--- src/rtl/eth_frame_serializer_if.sv ---
// Handshake bundle between the frame source, eth_frame_serializer and the Manchester encoder.
interface eth_frame_serializer_if;
    logic        start;
    logic [47:0] dst_mac;
    logic [47:0] src_mac;
    logic [15:0] eth_type;
    logic [7:0]  pl_data;
    logic        pl_valid;
    logic        pl_last;
    logic        pl_ready;
    logic        bit_out;
    logic        bit_valid;
    logic        bit_ready;
    logic        busy;
    logic        frame_done;
    logic        frame_abort;

    modport master (
        output start, dst_mac, src_mac, eth_type, pl_data, pl_valid, pl_last, bit_ready,
        input  pl_ready, bit_out, bit_valid, busy, frame_done, frame_abort
    );

    modport slave (
        input  start, dst_mac, src_mac, eth_type, pl_data, pl_valid, pl_last, bit_ready,
        output pl_ready, bit_out, bit_valid, busy, frame_done, frame_abort
    );
endinterface

--- src/rtl/eth_frame_serializer.sv ---
// 10BASE-T frame serializer: preamble/SFD/header/payload/FCS streamed LSB-first, then inter-frame gap.
// Define ETH_SER_PAD_EN to zero-pad short payloads up to MIN_PAYLOAD bytes.
module eth_frame_serializer #(
    parameter int unsigned IFG_BITS    = 96,
    parameter int unsigned MIN_PAYLOAD = 46,
    parameter int unsigned MAX_PAYLOAD = 1500
) (
    input  logic                   CLK,
    input  logic                   RST,
    eth_frame_serializer_if.slave  bus
);
    localparam logic [2:0] S_IDLE = 3'd0;
    localparam logic [2:0] S_PRE  = 3'd1;
    localparam logic [2:0] S_SFD  = 3'd2;
    localparam logic [2:0] S_HDR  = 3'd3;
    localparam logic [2:0] S_PAY  = 3'd4;
`ifdef ETH_SER_PAD_EN
    localparam logic [2:0] S_PAD  = 3'd5;
`endif
    localparam logic [2:0] S_FCS  = 3'd6;
    localparam logic [2:0] S_IFG  = 3'd7;

    localparam int unsigned CNT_MAX  = (MAX_PAYLOAD > MIN_PAYLOAD) ? MAX_PAYLOAD : MIN_PAYLOAD;
    localparam int unsigned CNT_W    = $clog2(CNT_MAX + 1);
    localparam int unsigned IFG_W    = $clog2(IFG_BITS + 1);
    localparam logic [31:0] CRC_POLY = 32'hEDB88320;

    logic [2:0]       state;
    logic [7:0]       sh;
    logic [2:0]       idx;
    logic [3:0]       byte_cnt;
    logic [111:0]     hdr;
    logic [CNT_W-1:0] pay_cnt;
    logic             last_q;
    logic [31:0]      crc;
    logic [IFG_W-1:0] ifg_cnt;
    logic             bit_valid_q;
    logic             done_q;
    logic             abort_q;

    logic             hs;
    logic             byte_end;
    logic             need_byte;
    logic             crc_en;
    logic [31:0]      crc_nxt;

    assign hs       = bit_valid_q && bus.bit_ready;
    assign byte_end = hs && (idx == 3'd7);
    // A payload byte is pulled on the edge that retires the previous byte's last bit.
    assign need_byte = byte_end &&
                       (((state == S_HDR) && (byte_cnt == 4'd13)) ||
                        ((state == S_PAY) && !last_q && (pay_cnt != CNT_W'(MAX_PAYLOAD))));
`ifdef ETH_SER_PAD_EN
    assign crc_en = hs && ((state == S_HDR) || (state == S_PAY) || (state == S_PAD));
`else
    assign crc_en = hs && ((state == S_HDR) || (state == S_PAY));
`endif

    always_comb begin
        crc_nxt = {1'b0, crc[31:1]};
        if (crc[0] ^ sh[0]) begin
            crc_nxt = crc_nxt ^ CRC_POLY;
        end
    end

    assign bus.pl_ready    = need_byte;
    assign bus.bit_out     = (state == S_FCS) ? ~crc[0] : sh[0];
    assign bus.bit_valid   = bit_valid_q;
    assign bus.busy        = (state != S_IDLE);
    assign bus.frame_done  = done_q;
    assign bus.frame_abort = abort_q;

    always_ff @(posedge CLK or posedge RST) begin
        if (RST) begin
            state       <= S_IDLE;
            sh          <= '0;
            idx         <= '0;
            byte_cnt    <= '0;
            hdr         <= '0;
            pay_cnt     <= '0;
            last_q      <= 1'b0;
            crc         <= '1;
            ifg_cnt     <= '0;
            bit_valid_q <= 1'b0;
            done_q      <= 1'b0;
            abort_q     <= 1'b0;
        end else begin
            done_q  <= 1'b0;
            abort_q <= 1'b0;
            if (crc_en) begin
                crc <= crc_nxt;
            end
            if (hs) begin
                idx <= idx + 3'd1;
                sh  <= {1'b0, sh[7:1]};
            end
            case (state)
                S_IDLE: begin
                    if (bus.start) begin
                        hdr         <= {bus.dst_mac, bus.src_mac, bus.eth_type};
                        sh          <= 8'h55;
                        idx         <= '0;
                        byte_cnt    <= '0;
                        pay_cnt     <= '0;
                        last_q      <= 1'b0;
                        crc         <= '1;
                        bit_valid_q <= 1'b1;
                        state       <= S_PRE;
                    end
                end
                S_PRE: begin
                    if (byte_end) begin
                        if (byte_cnt == 4'd6) begin
                            sh       <= 8'hD5;
                            byte_cnt <= '0;
                            state    <= S_SFD;
                        end else begin
                            sh       <= 8'h55;
                            byte_cnt <= byte_cnt + 4'd1;
                        end
                    end
                end
                S_SFD: begin
                    if (byte_end) begin
                        sh    <= hdr[111:104];
                        hdr   <= {hdr[103:0], 8'h00};
                        state <= S_HDR;
                    end
                end
                S_HDR: begin
                    if (byte_end) begin
                        if (byte_cnt == 4'd13) begin
                            if (bus.pl_valid) begin
                                sh      <= bus.pl_data;
                                pay_cnt <= CNT_W'(1);
                                last_q  <= bus.pl_last;
                                state   <= S_PAY;
                            end else begin
                                abort_q     <= 1'b1;
                                bit_valid_q <= 1'b0;
                                ifg_cnt     <= '0;
                                state       <= S_IFG;
                            end
                        end else begin
                            sh       <= hdr[111:104];
                            hdr      <= {hdr[103:0], 8'h00};
                            byte_cnt <= byte_cnt + 4'd1;
                        end
                    end
                end
                S_PAY: begin
                    if (byte_end) begin
                        if (last_q) begin
`ifdef ETH_SER_PAD_EN
                            if (pay_cnt < CNT_W'(MIN_PAYLOAD)) begin
                                sh      <= '0;
                                pay_cnt <= pay_cnt + CNT_W'(1);
                                state   <= S_PAD;
                            end else begin
                                byte_cnt <= '0;
                                state    <= S_FCS;
                            end
`else
                            byte_cnt <= '0;
                            state    <= S_FCS;
`endif
                        end else if (pay_cnt == CNT_W'(MAX_PAYLOAD) || !bus.pl_valid) begin
                            abort_q     <= 1'b1;
                            bit_valid_q <= 1'b0;
                            ifg_cnt     <= '0;
                            state       <= S_IFG;
                        end else begin
                            sh      <= bus.pl_data;
                            pay_cnt <= pay_cnt + CNT_W'(1);
                            last_q  <= bus.pl_last;
                        end
                    end
                end
`ifdef ETH_SER_PAD_EN
                S_PAD: begin
                    if (byte_end) begin
                        sh <= '0;
                        if (pay_cnt == CNT_W'(MIN_PAYLOAD)) begin
                            byte_cnt <= '0;
                            state    <= S_FCS;
                        end else begin
                            pay_cnt <= pay_cnt + CNT_W'(1);
                        end
                    end
                end
`endif
                S_FCS: begin
                    // The finished CRC register is shifted out directly; bit_out presents its complement.
                    if (hs) begin
                        crc <= {1'b0, crc[31:1]};
                    end
                    if (byte_end) begin
                        if (byte_cnt == 4'd3) begin
                            done_q      <= 1'b1;
                            bit_valid_q <= 1'b0;
                            ifg_cnt     <= '0;
                            state       <= S_IFG;
                        end else begin
                            byte_cnt <= byte_cnt + 4'd1;
                        end
                    end
                end
                S_IFG: begin
                    if (bus.bit_ready) begin
                        if (ifg_cnt == IFG_W'(IFG_BITS - 1)) begin
                            state <= S_IDLE;
                        end else begin
                            ifg_cnt <= ifg_cnt + IFG_W'(1);
                        end
                    end
                end
                default: state <= S_IDLE;
            endcase
        end
    end
endmodule

--- src/flat_wrapper.sv ---
// flat-port wrapper written by rule: the top's interface ports become plain ports
module eth_frame_serializer_flat 
#(
    parameter int unsigned IFG_BITS    = 96,
    parameter int unsigned MIN_PAYLOAD = 46,
    parameter int unsigned MAX_PAYLOAD = 1500
)
  (CLK, RST, bus_start, bus_dst_mac, bus_src_mac, bus_eth_type, bus_pl_data, bus_pl_valid, bus_pl_last, bus_bit_ready, bus_pl_ready, bus_bit_out, bus_bit_valid, bus_busy, bus_frame_done, bus_frame_abort);
  eth_frame_serializer_if bus_i ();
  input  logic CLK;
  input  logic RST;
  input wire logic [$bits(bus_i.start)-1:0] bus_start;
  input wire logic [$bits(bus_i.dst_mac)-1:0] bus_dst_mac;
  input wire logic [$bits(bus_i.src_mac)-1:0] bus_src_mac;
  input wire logic [$bits(bus_i.eth_type)-1:0] bus_eth_type;
  input wire logic [$bits(bus_i.pl_data)-1:0] bus_pl_data;
  input wire logic [$bits(bus_i.pl_valid)-1:0] bus_pl_valid;
  input wire logic [$bits(bus_i.pl_last)-1:0] bus_pl_last;
  input wire logic [$bits(bus_i.bit_ready)-1:0] bus_bit_ready;
  output wire logic [$bits(bus_i.pl_ready)-1:0] bus_pl_ready;
  output wire logic [$bits(bus_i.bit_out)-1:0] bus_bit_out;
  output wire logic [$bits(bus_i.bit_valid)-1:0] bus_bit_valid;
  output wire logic [$bits(bus_i.busy)-1:0] bus_busy;
  output wire logic [$bits(bus_i.frame_done)-1:0] bus_frame_done;
  output wire logic [$bits(bus_i.frame_abort)-1:0] bus_frame_abort;
  assign bus_i.start = bus_start;
  assign bus_i.dst_mac = bus_dst_mac;
  assign bus_i.src_mac = bus_src_mac;
  assign bus_i.eth_type = bus_eth_type;
  assign bus_i.pl_data = bus_pl_data;
  assign bus_i.pl_valid = bus_pl_valid;
  assign bus_i.pl_last = bus_pl_last;
  assign bus_i.bit_ready = bus_bit_ready;
  assign bus_pl_ready = bus_i.pl_ready;
  assign bus_bit_out = bus_i.bit_out;
  assign bus_bit_valid = bus_i.bit_valid;
  assign bus_busy = bus_i.busy;
  assign bus_frame_done = bus_i.frame_done;
  assign bus_frame_abort = bus_i.frame_abort;
  eth_frame_serializer #(.IFG_BITS(IFG_BITS), .MIN_PAYLOAD(MIN_PAYLOAD), .MAX_PAYLOAD(MAX_PAYLOAD)) u_core (.CLK(CLK), .RST(RST), .bus(bus_i));
endmodule
--- config.mk ---
export PLATFORM = sky130hd
export DESIGN_NAME = eth_frame_serializer_flat
export DESIGN_NICKNAME = d
export VERILOG_FILES = /design/src/rtl/eth_frame_serializer_if.sv /design/src/rtl/eth_frame_serializer.sv /design/src/flat_wrapper.sv
export SDC_FILE = /design/constraint.sdc
export NUM_CORES = 1
export LEC_CHECK = 0
export ABC_AREA = 1
export CORE_AREA = 2 2 134 136
export DETAILED_ROUTE_END_ITERATION = 6
export DIE_AREA = 0 0 136 138
export MAX_ROUTING_LAYER = met4
export PLACE_DENSITY_LB_ADDON = 0.2
export SLEW_MARGIN = 20
export SYNTH_ARGS = -nofsm -noshare
export SYNTH_HDL_FRONTEND = slang
export SYNTH_SLANG_ARGS = --single-unit
export TNS_END_PERCENT = 20
--- constraint.sdc ---
create_clock -name CLK -period 17.61 [get_ports CLK]
set_clock_uncertainty 0.2 [all_clocks]
set_input_delay 1.761 -clock CLK [delete_from_list [all_inputs] [get_ports CLK]]
set_output_delay 1.761 -clock CLK [all_outputs]
set_load 0.03 [all_outputs]
# --- After elaboration in Yosys (flattened, before gate mapping) ---
# Cells that the tools add are included.
totals:
  register_bits: 184
  latch_bits: 0
  ramBits: 0
  romBits: 0
  output_inout_bits: 6
  word_cells: 177
  n_memories: 0
op_classes:
  add_sub_neg: 4
  mul: 0
  div_mod_pow: 0
  n_lt_le_gt_ge: 0
  eq_ne: 34
  shift: 0
  muxes: 98
  bitwise: 3
  n_reduce_logical: 26
ops:
  columns: ["operator", "n"]
  rows:
  - ["$mux 112", 4]
  - ["$pmux 112 s3", 1]
  - ["$mux 32", 4]
  - ["$mux 8", 11]
  - ["$mux 11", 7]
  - ["$mux 7", 10]
  - ["$pmux 32 s2", 1]
  - ["$mux 3", 16]
  - ["$pmux 8 s5", 1]
  - ["$mux 4", 9]
  - ["$pmux 11 s3", 1]
  - ["$pmux 7 s4", 1]
  - ["$mux 1", 26]
  - ["$ne 2x2->1 const B", 11]
  - ["$pmux 3 s7", 1]
  - ["$pmux 4 s5", 1]
  - ["$ne 2x1->1 const B", 9]
  - ["$not 13->14", 1]
  - ["$eq 3x3->1 const B", 4]
  - ["$reduce_and 12->1", 1]
  - ["$add 11x1->11 const B", 1]
  - ["$eq 11x11->1 const B", 1]
  - ["$ne 11x11->1 const B", 1]
  - ["$reduce_and 11->1", 1]
  - ["28 further kinds", 41]

# --- Longest topological paths before layout ---
# Gate-level depths: netlist of run 1.
depth:
  depth_word: 6
  ltp_mapped: 13

# --- Least setup slack after synthesis of run 1 ---
# No wires, ideal clock.
synth_path:
  path_type: "input to output"
  start: "in bus_bit_ready"
  end: "out bus_pl_ready"
  t_arrival_ps: 2554
  path_slack_ps: 13095
  stages: 3
  path_cell_list: "nand3_1 -> clkbuf_1 -> nor2_1"
synth_between:
  elab_chain_cells: 3
synth_lines:
  columns: ["item", "line_no", "text"]
  rows:
  - ["from (decl)", "flat_wrapper.sv:19", "input wire logic [$bits(bus_i.bit_ready)-1:0] bus_bit_ready;"]
  - ["$logic_and 1x1->1", "eth_frame_serializer.sv:47", "assign hs = bit_valid_q && bus.bit_ready;"]
  - ["$logic_and 1x1->1", "eth_frame_serializer.sv:48", "assign byte_end = hs && (idx == 3'd7);"]
  - ["$logic_and 1x1->1", "eth_frame_serializer.sv:50", "assign need_byte = byte_end &&"]
  - ["to (decl)", "flat_wrapper.sv:20", "output wire logic [$bits(bus_i.pl_ready)-1:0] bus_pl_ready;"]
# No other way between the ends.

# --- Worst setup path after layout of run 1 ---
# Ends and elaborated chain as after synthesis.

==> results of run 1 <==
[final timing paths]
path / from / to / slack, ns / cells past startpoint
min in group asynchronous: RST / u_core.pay_cnt[7] / 1.63 / 2
max in group asynchronous: RST / u_core.ifg_cnt[0] / 13.72 / 4
worst min-delay path: u_core.hdr[68] / u_core.hdr[68] / 0.32 / 2
worst max register to register: u_core.state[1] / u_core.crc[24] / 14.13 / 10
worst max-delay path: bus_bit_ready / bus_pl_ready / 12.08 / 5
worst min register to register: u_core.hdr[68] / u_core.hdr[68] / 0.32 / 2
[worst max-delay path, stage by stage]
cell             delay (ns)
clkdlybuf4s50_1        0.58
nand3_1                0.11
buf_4                  0.22
nor2_1                 0.19
clkdlybuf4s50_1        0.70
[layout make-up]
class,instances,area [um^2],share of cell area
Sequential cell,184,4640,0.379
Clock inverter,12,215,0.0176
Timing Repair Buffer,140,1390,0.113
Multi-Input combinational cell,882,4640,0.378
Inverter,170,643,0.0524
Clock buffer,19,443,0.0361
Tap cell,229,287,0.0234
[power by group through the flow]
stage	Clock (mW)	Sequential (mW)	Combinational, mW
after floorplan	0	0.693	0.687
after global placement	0	0.709	0.825
after detailed placement	0	0.715	0.849
after CTS	0.437	0.709	0.857
after global routing	0.453	0.731	0.979
final	0.430	0.710	0.858
[synth_stat cells (2+ instances only)]
library cell    n  area [um^2]
nand2_1       277         1040
inv_1         158          593
dfrtp_1       152         3800
o211ai_1      125          938
o21ai_1       122          611
nand3_1        92          460
o21ai_0        64          320
nor2_1         59          221
clkbuf_1       39          146
a21oi_1        33          165
dfstp_2        32          841
buf_2          22          110
o221ai_1       18          158
xor2_1         18          158
buf_4          16          120
or2_2          16          100
nor3_1         11         55.1
inv_2          10         37.5
buf_1           9         33.8
nand4_1         9         56.3
ha_1            8          100
xnor2_1         8         70.1
a31oi_1         4         25.0
nor2_4          4         45.0
nand2_2         3         18.8
nand3b_1        3         22.5
clkinv_1        2         7.51
[flip-flops by register name, indices dropped and copies added, names as in the netlist, 3 cells and up]
signal	flops
u_core.pay_cnt	11
u_core.idx	3
u_core.sh	8
u_core.ifg_cnt	7
u_core.state	3
u_core.hdr	112
u_core.byte_cnt	4
u_core.crc	32
[cells by family (layout without fill, tap and decap cells)]
| family | Yosys count | in the layout | share of synthesized area |
|---|---|---|---|
| adders and majority gates | 8 | 8 | 0.00968 |
| xor gates and xnor gates | 26 | 26 | 0.0220 |
| DFF | 184 | 184 | 0.449 |
| AOI/OAI and AO/OA | 371 | 371 | 0.219 |
| and+or+nand+nor | 477 | 477 | 0.198 |
| buffers and inverters | 257 | 341 | 0.102 |
[metal layers]
| layer | up-vias | global-route usage | share of wire |
|---|---|---|---|
| li1 | 4597 | - | - |
| met3 | 28 | 0.0664 | 0.064 |
| met2 | 278 | 0.431 | 0.47 |
| met1 | 4320 | 0.390 | 0.45 |
| met5 | - | - | 0 |
| met4 | 0 | 0.0757 | 0.014 |
[per-stage QoR]
| step | std cells | area (um^2) | hold WS, ns | setup slack (ns) |
|---|---|---|---|---|
| 2_1_floorplan | 1323 | 10300 | 0.280 | 10.70 |
| 3_5_place_dp | 1605 | 11600 | 0.304 | 12.14 |
| 4_1_cts | 1636 | 12300 | 0.320 | 12.13 |
| 6_report | 1636 | 12300 | 0.319 | 12.08 |
| 5_1_grt | 1636 | 12300 | 0.336 | 12.02 |
| 3_3_place_gp | 1605 | 11600 | 0.297 | 12.12 |
==> results.py, run 1 <==
metrics = {
    "clocking": {
        "cts_tree": "yes",
        "ctsHoldBuffers": 0,
        "path_clk_slew_ns": 0.07,
        "post_cts_resized": 0,
        "numCtsBuffers": 17,
        "clock_latency_ns": 0.43,
        "cts.path.max_buffers": 2,
        "cts_root_buffer": "clkbuf_16",
        "ctsHtreeMaxLevel": 4,
        "post_cts_buffers": 0,
        "clkSinkCount": 184,
    },
    "final_layout": {
        "drive_above_1_share": 0.0768,
        "antennaDiodeCount": 0,
        "utilization": 0.699,
        "area_growth_pct": 18.6,
        "final_common_cell": "nand2_1",
        "final_cell_mix": "nand2_1 (277), inv_1 (157), dfrtp_1 (152)",
        "fin_nets": 1529,
        "fillers": 1451,
    },
    "global_route": {
        "antenna_found_initial": 0,
        "first_global_vias": 8671,
        "grt_max_degree": 225,
        "grt_pass1_wl_um": 42100,
        "gr-usage-all-layers": 0.286,
        "overflow": 0,
    },
    "route": {
        "wirelength_um": 24900,
        "via_per_inst": 5.64,
        "vias": 9223,
        "dr.pass1.iters": 5,
        "postRouteAntennaNets": 0,
        "drt_iter0_markers": 840,
        "drc_errors": 0,
        "avgRoutedWirePerCell_um": 15.2,
    },
    "pwr": {
        "powerDensity_nw_per_um2": 163,
        "p_leak_nw": 5.33,
        "seq_power_share": 0.355,
        "switching_share": 0.410,
        "peakVddDrop_v": 0.000122,
        "internal_power_mw": 1.18,
        "p_sw_mw": 0.819,
        "comb_power_share": 0.429,
        "p_total_mw": 2.00,
        "pwr-share-clk": 0.215,
    },
    "critical_path": {
        "critPathLaunchType": "primary input",
        "worstPathMaxFanout": 23,
        "required_ns": 15.65,
        "critPathKind": "in2out",
        "crit_arrival_ns": 3.57,
        "setup.worst_path.end_class": "output port",
    },
    "yosys": {
        "synth_cell_type_count": 36,
        "netlist_area_um2": 10300,
        "synth-main-ff-cell": "dfrtp_1",
        "synth_edf_count": 0,
        "synth_warnings": 0,
        "synthArstFlopShare": 1.00,
        "syn_area_per_cell_um2": 7.82,
        "synth_cells": 1323,
        "synth-seq-cells": 184,
        "synth_fp_nets": 1457,
        "ys_seq_area_frac": 0.449,
    },
    "sta": {
        "drv_slew": 0,
        "fmax_ghz": 0.181,
        "worst_pin_slew_ns": 1.00,
        "setup_tns_ns": 0,
        "fin_crit_sh": 0.314,
        "rsz0062_at_grt": "no",
        "hold_viol_final": 0,
        "setup_viol": 0,
        "maxSlewHeadroom": 0.333,
        "min_period_ns": 5.53,
    },
    "floorplanning": {
        "initial_core_util": 0.590,
        "die_w_um": 136,
        "die_y_um": 138,
        "ios": 132,
        "std_cell_rows": 49,
        "die_area_um2": 18800,
        "core_area_um2": 17500,
    },
    "placement": {
        "gp_congestion": 0.937,
        "io_buffers": 131,
        "hpwlAfterDp_um": 16600,
    },
    "hold_path": {
        "hp-class": "reg2reg",
    },
    "flow_run": {
        "max_cap_violations": 0,
    },
    "run_status": {
        "status": "finished, final reports clean",
    },
}
Power figures use the tool's default switching activity.
==> inputs of run 2 (changes only) <==
--- a/config.mk
+++ b/config.mk
@@ -6,9 +6,9 @@
 export NUM_CORES = 1
 export LEC_CHECK = 0
 export ABC_AREA = 1
-export CORE_AREA = 2 2 134 136
+export CORE_AREA = 2 2 139 141
 export DETAILED_ROUTE_END_ITERATION = 6
-export DIE_AREA = 0 0 136 138
+export DIE_AREA = 0 0 141 143
 export MAX_ROUTING_LAYER = met4
 export PLACE_DENSITY_LB_ADDON = 0.2
 export SLEW_MARGIN = 20
==> constraint.sdc (replaced) <==
create_clock -name CLK -period 5.6 [get_ports CLK]
set_clock_uncertainty 0.2 [all_clocks]
set_input_delay 0.56 -clock CLK [delete_from_list [all_inputs] [get_ports CLK]]
set_output_delay 0.56 -clock CLK [all_outputs]
set_load 0.03 [all_outputs]
==> run 2 against run 1 <==
Critical path depth up 2. Final area down 0.63%. Register-to-register slack worse by 12 ns. Combinational power rose to 3.1 times the previous value. Critical path type is now reg2out. Largest power group unchanged. Hold slack about the same. Sequential share of layout area up 0.24 points. Core utilization down 4.4 points.
==> results.py, run 2 (synthesized netlist as in run 1, its figures left out) <==
metrics = {
    "run_status": {
        "status": "finished, final reports clean",
    },
    "clocking": {
        "ctsHoldBuffers": 0,
        "clock_latency_ns": 0.45,
        "numCtsBuffers": 17,
        "cts_root_buffer": "clkbuf_16",
        "clkSinkCount": 184,
        "cts.path.max_buffers": 2,
        "cts_tree": "yes",
        "ctsHtreeMaxLevel": 4,
        "post_cts_resized": 0,
        "path_clk_slew_ns": 0.07,
        "post_cts_buffers": 0,
    },
    "sta": {
        "drv_slew": 0,
        "setup_viol": 0,
        "rsz0062_at_grt": "no",
        "maxSlewHeadroom": 0.277,
        "hold_viol_final": 0,
        "whs_ns": 0.318,
        "fin_crit_sh": 0.630,
        "setup_slack_ns": 2.07,
        "setup_tns_ns": 0,
        "worst_pin_slew_ns": 1.08,
        "min_period_ns": 3.53,
        "fmax_ghz": 0.283,
    },
    "critical_path": {
        "required_ns": 4.84,
        "reg2reg_depth": 7,
        "crit_arrival_ns": 2.77,
        "r2r_end": "u_core.hdr[41]",
        "worstPathMaxFanout": 11,
        "r2r-start": "u_core.state[2]",
        "r2r_slack_ns": 2.19,
        "setup.worst_path.end_class": "output port",
        "cp-startpoint": "u_core.byte_cnt[1]",
        "critPathLaunchType": "flip-flop",
        "critPathKind": "reg2out",
    },
    "placement": {
        "pre_cts_ws_ns": 2.15,
        "gp_congestion": 0.928,
        "dpl-instance-area_um2": 11600,
        "hpwlAfterDp_um": 16700,
        "io_buffers": 131,
    },
    "global_route": {
        "first_global_vias": 8620,
        "overflow": 0,
        "antenna_found_initial": 0,
        "grt_max_degree": 225,
        "gr-usage-all-layers": 0.267,
        "grt_pass1_wl_um": 42200,
    },
    "final_layout": {
        "design_area_um2": 12200,
        "largest_reg_flops": 112,
        "antennaDiodeCount": 0,
        "final_cell_mix": "nand2_1 (277), inv_1 (157), dfrtp_1 (152)",
        "top_regs": "u_core.hdr (112), u_core.crc (32), u_core.pay_cnt (11)",
        "drive_above_1_share": 0.0768,
        "regMostFlops": "u_core.hdr",
        "area_growth_pct": 17.8,
        "fin_nets": 1528,
        "final_common_cell": "nand2_1",
    },
    "route": {
        "drc_errors": 0,
        "wirelength_um": 25300,
        "dr.pass1.iters": 5,
        "avgRoutedWirePerCell_um": 15.4,
        "drt_iter0_markers": 867,
        "via_per_inst": 5.62,
        "vias": 9224,
        "postRouteAntennaNets": 0,
    },
    "hold_path": {
        "hp-class": "reg2reg",
        "holdCritStartpoint": "u_core.hdr[87]",
        "hold_end": "u_core.hdr[87]",
        "min_path_cells": 2,
    },
    "floorplanning": {
        "die_area_um2": 20200,
        "initial_core_util": 0.557,
        "core_area_um2": 18600,
        "die_y_um": 143,
        "ios": 132,
        "std_cell_rows": 50,
        "die_w_um": 141,
    },
    "pwr": {
        "p_leak_nw": 5.29,
        "powerDensity_nw_per_um2": 503,
        "peakVddDrop_v": 0.000261,
    },
    "flow_run": {
        "max_cap_violations": 0,
    },
}
-- run 2: changes by cell type in the layout (fill, tap and decap cells not counted), moves of 2 or more --
cell       previous run  this run
bufinv_16             5         0
buf_4                 8         6
clkinv_8              0         2
inv_6                 3         5
-- run 2: layout make-up --
| cell class | count | area [um^2] |
|---|---|---|
| Timing Repair Buffer | 139 | 1400 |
| Multi-Input combinational cell | 882 | 4640 |
| Clock inverter | 13 | 131 |
| Clock buffer | 18 | 439 |
| Inverter | 170 | 642 |
| Sequential cell | 184 | 4640 |
| Fill cell | 1584 | 6400 |
| Tap cell | 234 | 293 |
-- run 2: stage by stage --
step / power (mW) / utilization / std cells
floorplan: 4.34 / - / 1323
global placement: 4.84 / 0.625 / 1609
detailed placement: 4.93 / 0.625 / 1609
CTS: 6.14 / 0.656 / 1640
global route: 6.63 / 0.656 / 1640
finish: 6.13 / 0.656 / 1640
-- run 2: per-layer routing --
metal / up-vias / wire length (um) / track usage
met5: - / 0 / -
met4: 0 / 337 / 0.0732
met3: 30 / 1720 / 0.0620
met2: 312 / 12000 / 0.420
met1: 4301 / 11300 / 0.351
li1: 4581 / - / -
-- run 2: critical path, cell delays in order (launching register included) --
cell	delay, ns
dfrtp_1	0.41
inv_1	0.09
ha_1	0.14
nand3_1	0.39
nor2_1	0.40
a31oi_1	0.07
nor2_1	0.13
clkdlybuf4s50_1	0.69
-- run 2: how the worst max path moves through the flow --
stage | depth (start not counted) | to | slack [ns]
2_1_floorplan | 1 | u_core.bus.bit_valid | 2.50
3_3_place_gp | 9 | u_core.hdr[15] | 2.22
3_5_place_dp | 9 | u_core.hdr[34] | 2.15
4_1_cts | 7 | bus_pl_ready | 2.08
5_1_grt | 7 | bus_pl_ready | 1.91
6_report | 7 | bus_pl_ready | 2.07
-- run 2: report_power, final --
part	internal [mW]	switching [mW]	leakage (nW)
clock	0.601	0.588	0.279
sequential	1.98	0.260	2.24
combinational	0.923	1.78	2.77
==> inputs of run 3 (changes only) <==
--- a/config.mk
+++ b/config.mk
@@ -6,9 +6,9 @@
 export NUM_CORES = 1
 export LEC_CHECK = 0
 export ABC_AREA = 1
-export CORE_AREA = 2 2 139 141
+export CORE_AREA = 2 2 146 148
 export DETAILED_ROUTE_END_ITERATION = 6
-export DIE_AREA = 0 0 141 143
+export DIE_AREA = 0 0 148 150
 export MAX_ROUTING_LAYER = met4
 export PLACE_DENSITY_LB_ADDON = 0.2
 export SLEW_MARGIN = 20
==> constraint.sdc (replaced) <==
create_clock -name CLK -period 3.1 [get_ports CLK]
set_clock_uncertainty 0.2 [all_clocks]
set_input_delay 0.31 -clock CLK [delete_from_list [all_inputs] [get_ports CLK]]
set_output_delay 0.31 -clock CLK [all_outputs]
set_load 0.03 [all_outputs]
==> run 3 against run 2 <==
Final area rose by 2.1%. Combinational power rose by 84%. Hold slack got worse by 0.17 ns. Die area rose by 10%. Critical endpoint unchanged. Critical path depth did not move. Final cell count rose by 3.4%. Clock power rose by 88%. Sequential share of layout area fell by 0.80 points. Register-to-register slack got worse by 1.7 ns. Flip-flop and latch count did not move. Sequential power rose by 80%. Global-route usage fell by 2.2 points. Largest cell class unchanged.
==> results.py, run 3 (synthesized netlist as in run 1, its figures left out) <==
metrics = {
    "sta": {
        "rsz0062_at_grt": "no",
        "worst_pin_slew_ns": 0.865,
        "min_period_ns": 2.86,
        "fmax_ghz": 0.349,
        "setup_tns_ns": 0,
        "hold_viol_final": 0,
        "maxSlewHeadroom": 0.423,
        "setup_viol": 0,
        "fin_crit_sh": 0.923,
        "drv_slew": 0,
    },
    "placement": {
        "dpl-instance-area_um2": 11800,
        "hpwlAfterDp_um": 17400,
        "gp_congestion": 0.914,
        "io_buffers": 131,
    },
    "route": {
        "dr.pass1.iters": 5,
        "wirelength_um": 25700,
        "drt_iter0_markers": 752,
        "vias": 9134,
        "via_per_inst": 5.39,
        "postRouteAntennaNets": 0,
        "avgRoutedWirePerCell_um": 15.2,
        "drc_errors": 0,
    },
    "critical_path": {
        "required_ns": 2.59,
        "crit_chain": "inv_1 -> ha_1 -> nand3_1 -> nor2_1 -> a31oi_1 -> nor2_1 -> buf_4",
        "crit_path_max_incr_delay_ns": 0.50,
        "critPathKind": "reg2out",
        "crit_top_cell": "nor2_1",
        "slowest_stage": "nor2_1",
        "cp.buffers_inverters": 2,
        "crit_family": "simple AND/OR/NAND/NOR gates",
        "critPathLaunchType": "flip-flop",
        "worstPathMaxFanout": 11,
        "setup.worst_path.end_class": "output port",
        "crit_arrival_ns": 2.35,
    },
    "floorplanning": {
        "std_cell_rows": 53,
        "die_area_um2": 22200,
        "core_area_um2": 20700,
        "die_w_um": 148,
        "die_y_um": 150,
        "initial_core_util": 0.500,
        "ios": 132,
    },
    "final_layout": {
        "final_common_cell": "nand2_1",
        "design_area_um2": 12400,
        "area_growth_pct": 20.3,
        "fillers": 1917,
        "fin_nets": 1542,
        "largest_reg_flops": 112,
        "regMostFlops": "u_core.hdr",
        "final_cell_mix": "nand2_1 (277), inv_1 (157), dfrtp_1 (152)",
        "antennaDiodeCount": 0,
        "top_regs": "u_core.hdr (112), u_core.crc (32), u_core.pay_cnt (11)",
        "drive_above_1_share": 0.0873,
    },
    "global_route": {
        "grt_pass1_wl_um": 42900,
        "gr-usage-all-layers": 0.245,
        "antenna_found_initial": 0,
        "first_global_vias": 8769,
        "overflow": 0,
        "grt_max_degree": 207,
    },
    "flow_run": {
        "max_cap_violations": 0,
    },
    "clocking": {
        "cts.path.max_buffers": 2,
        "ctsHoldBuffers": 0,
        "cts_tree": "yes",
        "path_clk_slew_ns": 0.07,
        "clock_latency_ns": 0.44,
        "post_cts_resized": 0,
        "post_cts_buffers": 0,
        "ctsHtreeMaxLevel": 4,
        "cts_root_buffer": "clkbuf_16",
        "clkSinkCount": 184,
        "numCtsBuffers": 17,
    },
    "pwr": {
        "peakVddDrop_v": 0.000449,
        "p_leak_nw": 5.40,
        "powerDensity_nw_per_um2": 904,
    },
    "hold_path": {
        "hp-class": "in2async",
    },
    "run_status": {
        "status": "finished, final reports clean",
    },
}
## run 3: changes by cell type in the layout (fill, tap and decap cells not counted), sizes merged
cell and delta:
buf +16, bufinv +1, clkdlybuf4s50 -2, clkinvlp -1
inv +1
## run 3: per-stage QoR
| stage | util | cells | hold slack (ns) | setup WS (ns) | power (mW) |
|---|---|---|---|---|---|
| CTS | 0.602 | 1696 | 0.152 | 0.276 | 11.3 |
| finish | 0.602 | 1696 | 0.144 | 0.237 | 11.3 |
| global route | 0.602 | 1696 | 0.196 | 0.121 | 12.2 |
| detailed placement | 0.572 | 1664 | 0.305 | 0.443 | 9.01 |
| floorplan | - | 1323 | 0.248 | 0.252 | 7.84 |
| global placement | 0.572 | 1664 | 0.296 | 0.468 | 8.88 |
## run 3: worst reg2reg max path: stages (launching register included)
cell and delay, ns:
dfrtp_1 0.41, inv_1 0.09, ha_1 0.15, nand3_1 0.39, nand2_1 0.19, nand2_1 0.12, nor3_2 0.25, nand2_1 0.36
inv_2 0.24, nand2_1 0.07, o21ai_0 0.07
## run 3: cell type report
cell class,count,area [um^2],share of cell area
Clock buffer,18,429,0.0345
Clock inverter,14,176,0.0142
Timing Repair Buffer,153,1570,0.126
Sequential cell,184,4640,0.373
Multi-Input combinational cell,882,4640,0.373
Inverter,170,642,0.0516
Tap cell,275,344,0.0276
## run 3: final timing paths
| check | from | end | slack, ns | cells past startpoint |
|---|---|---|---|---|
| worst max-delay path | u_core.byte_cnt[1] | bus_pl_ready | 0.24 | 7 |
| worst min-delay path | RST | u_core.hdr[106] | 0.14 | 3 |
| worst max register to register | u_core.byte_cnt[1] | u_core.pay_cnt[0] | 0.50 | 10 |
| worst min register to register | u_core.hdr[93] | u_core.hdr[93] | 0.32 | 2 |
| max in group asynchronous | RST | u_core.hdr[60] | 2.12 | 3 |
| min in group CLK | bus_eth_type[1] | u_core.hdr[1] | 0.24 | 3 |
## run 3: routing by layer
layer / vias to the layer above / track usage / wire, um
li1: 4610 / - / -
met4: 0 / 0.0557 / 274
met2: 235 / 0.394 / 12400
met5: - / - / 0
met3: 20 / 0.0488 / 1340
met1: 4269 / 0.324 / 11700
## run 3: power by group
| part | internal, mW | leakage, nW | switching (mW) |
|---|---|---|---|
| sequential | 3.57 | 2.24 | 0.472 |
| combinational | 1.75 | 2.86 | 3.22 |
| clock | 1.17 | 0.296 | 1.08 |
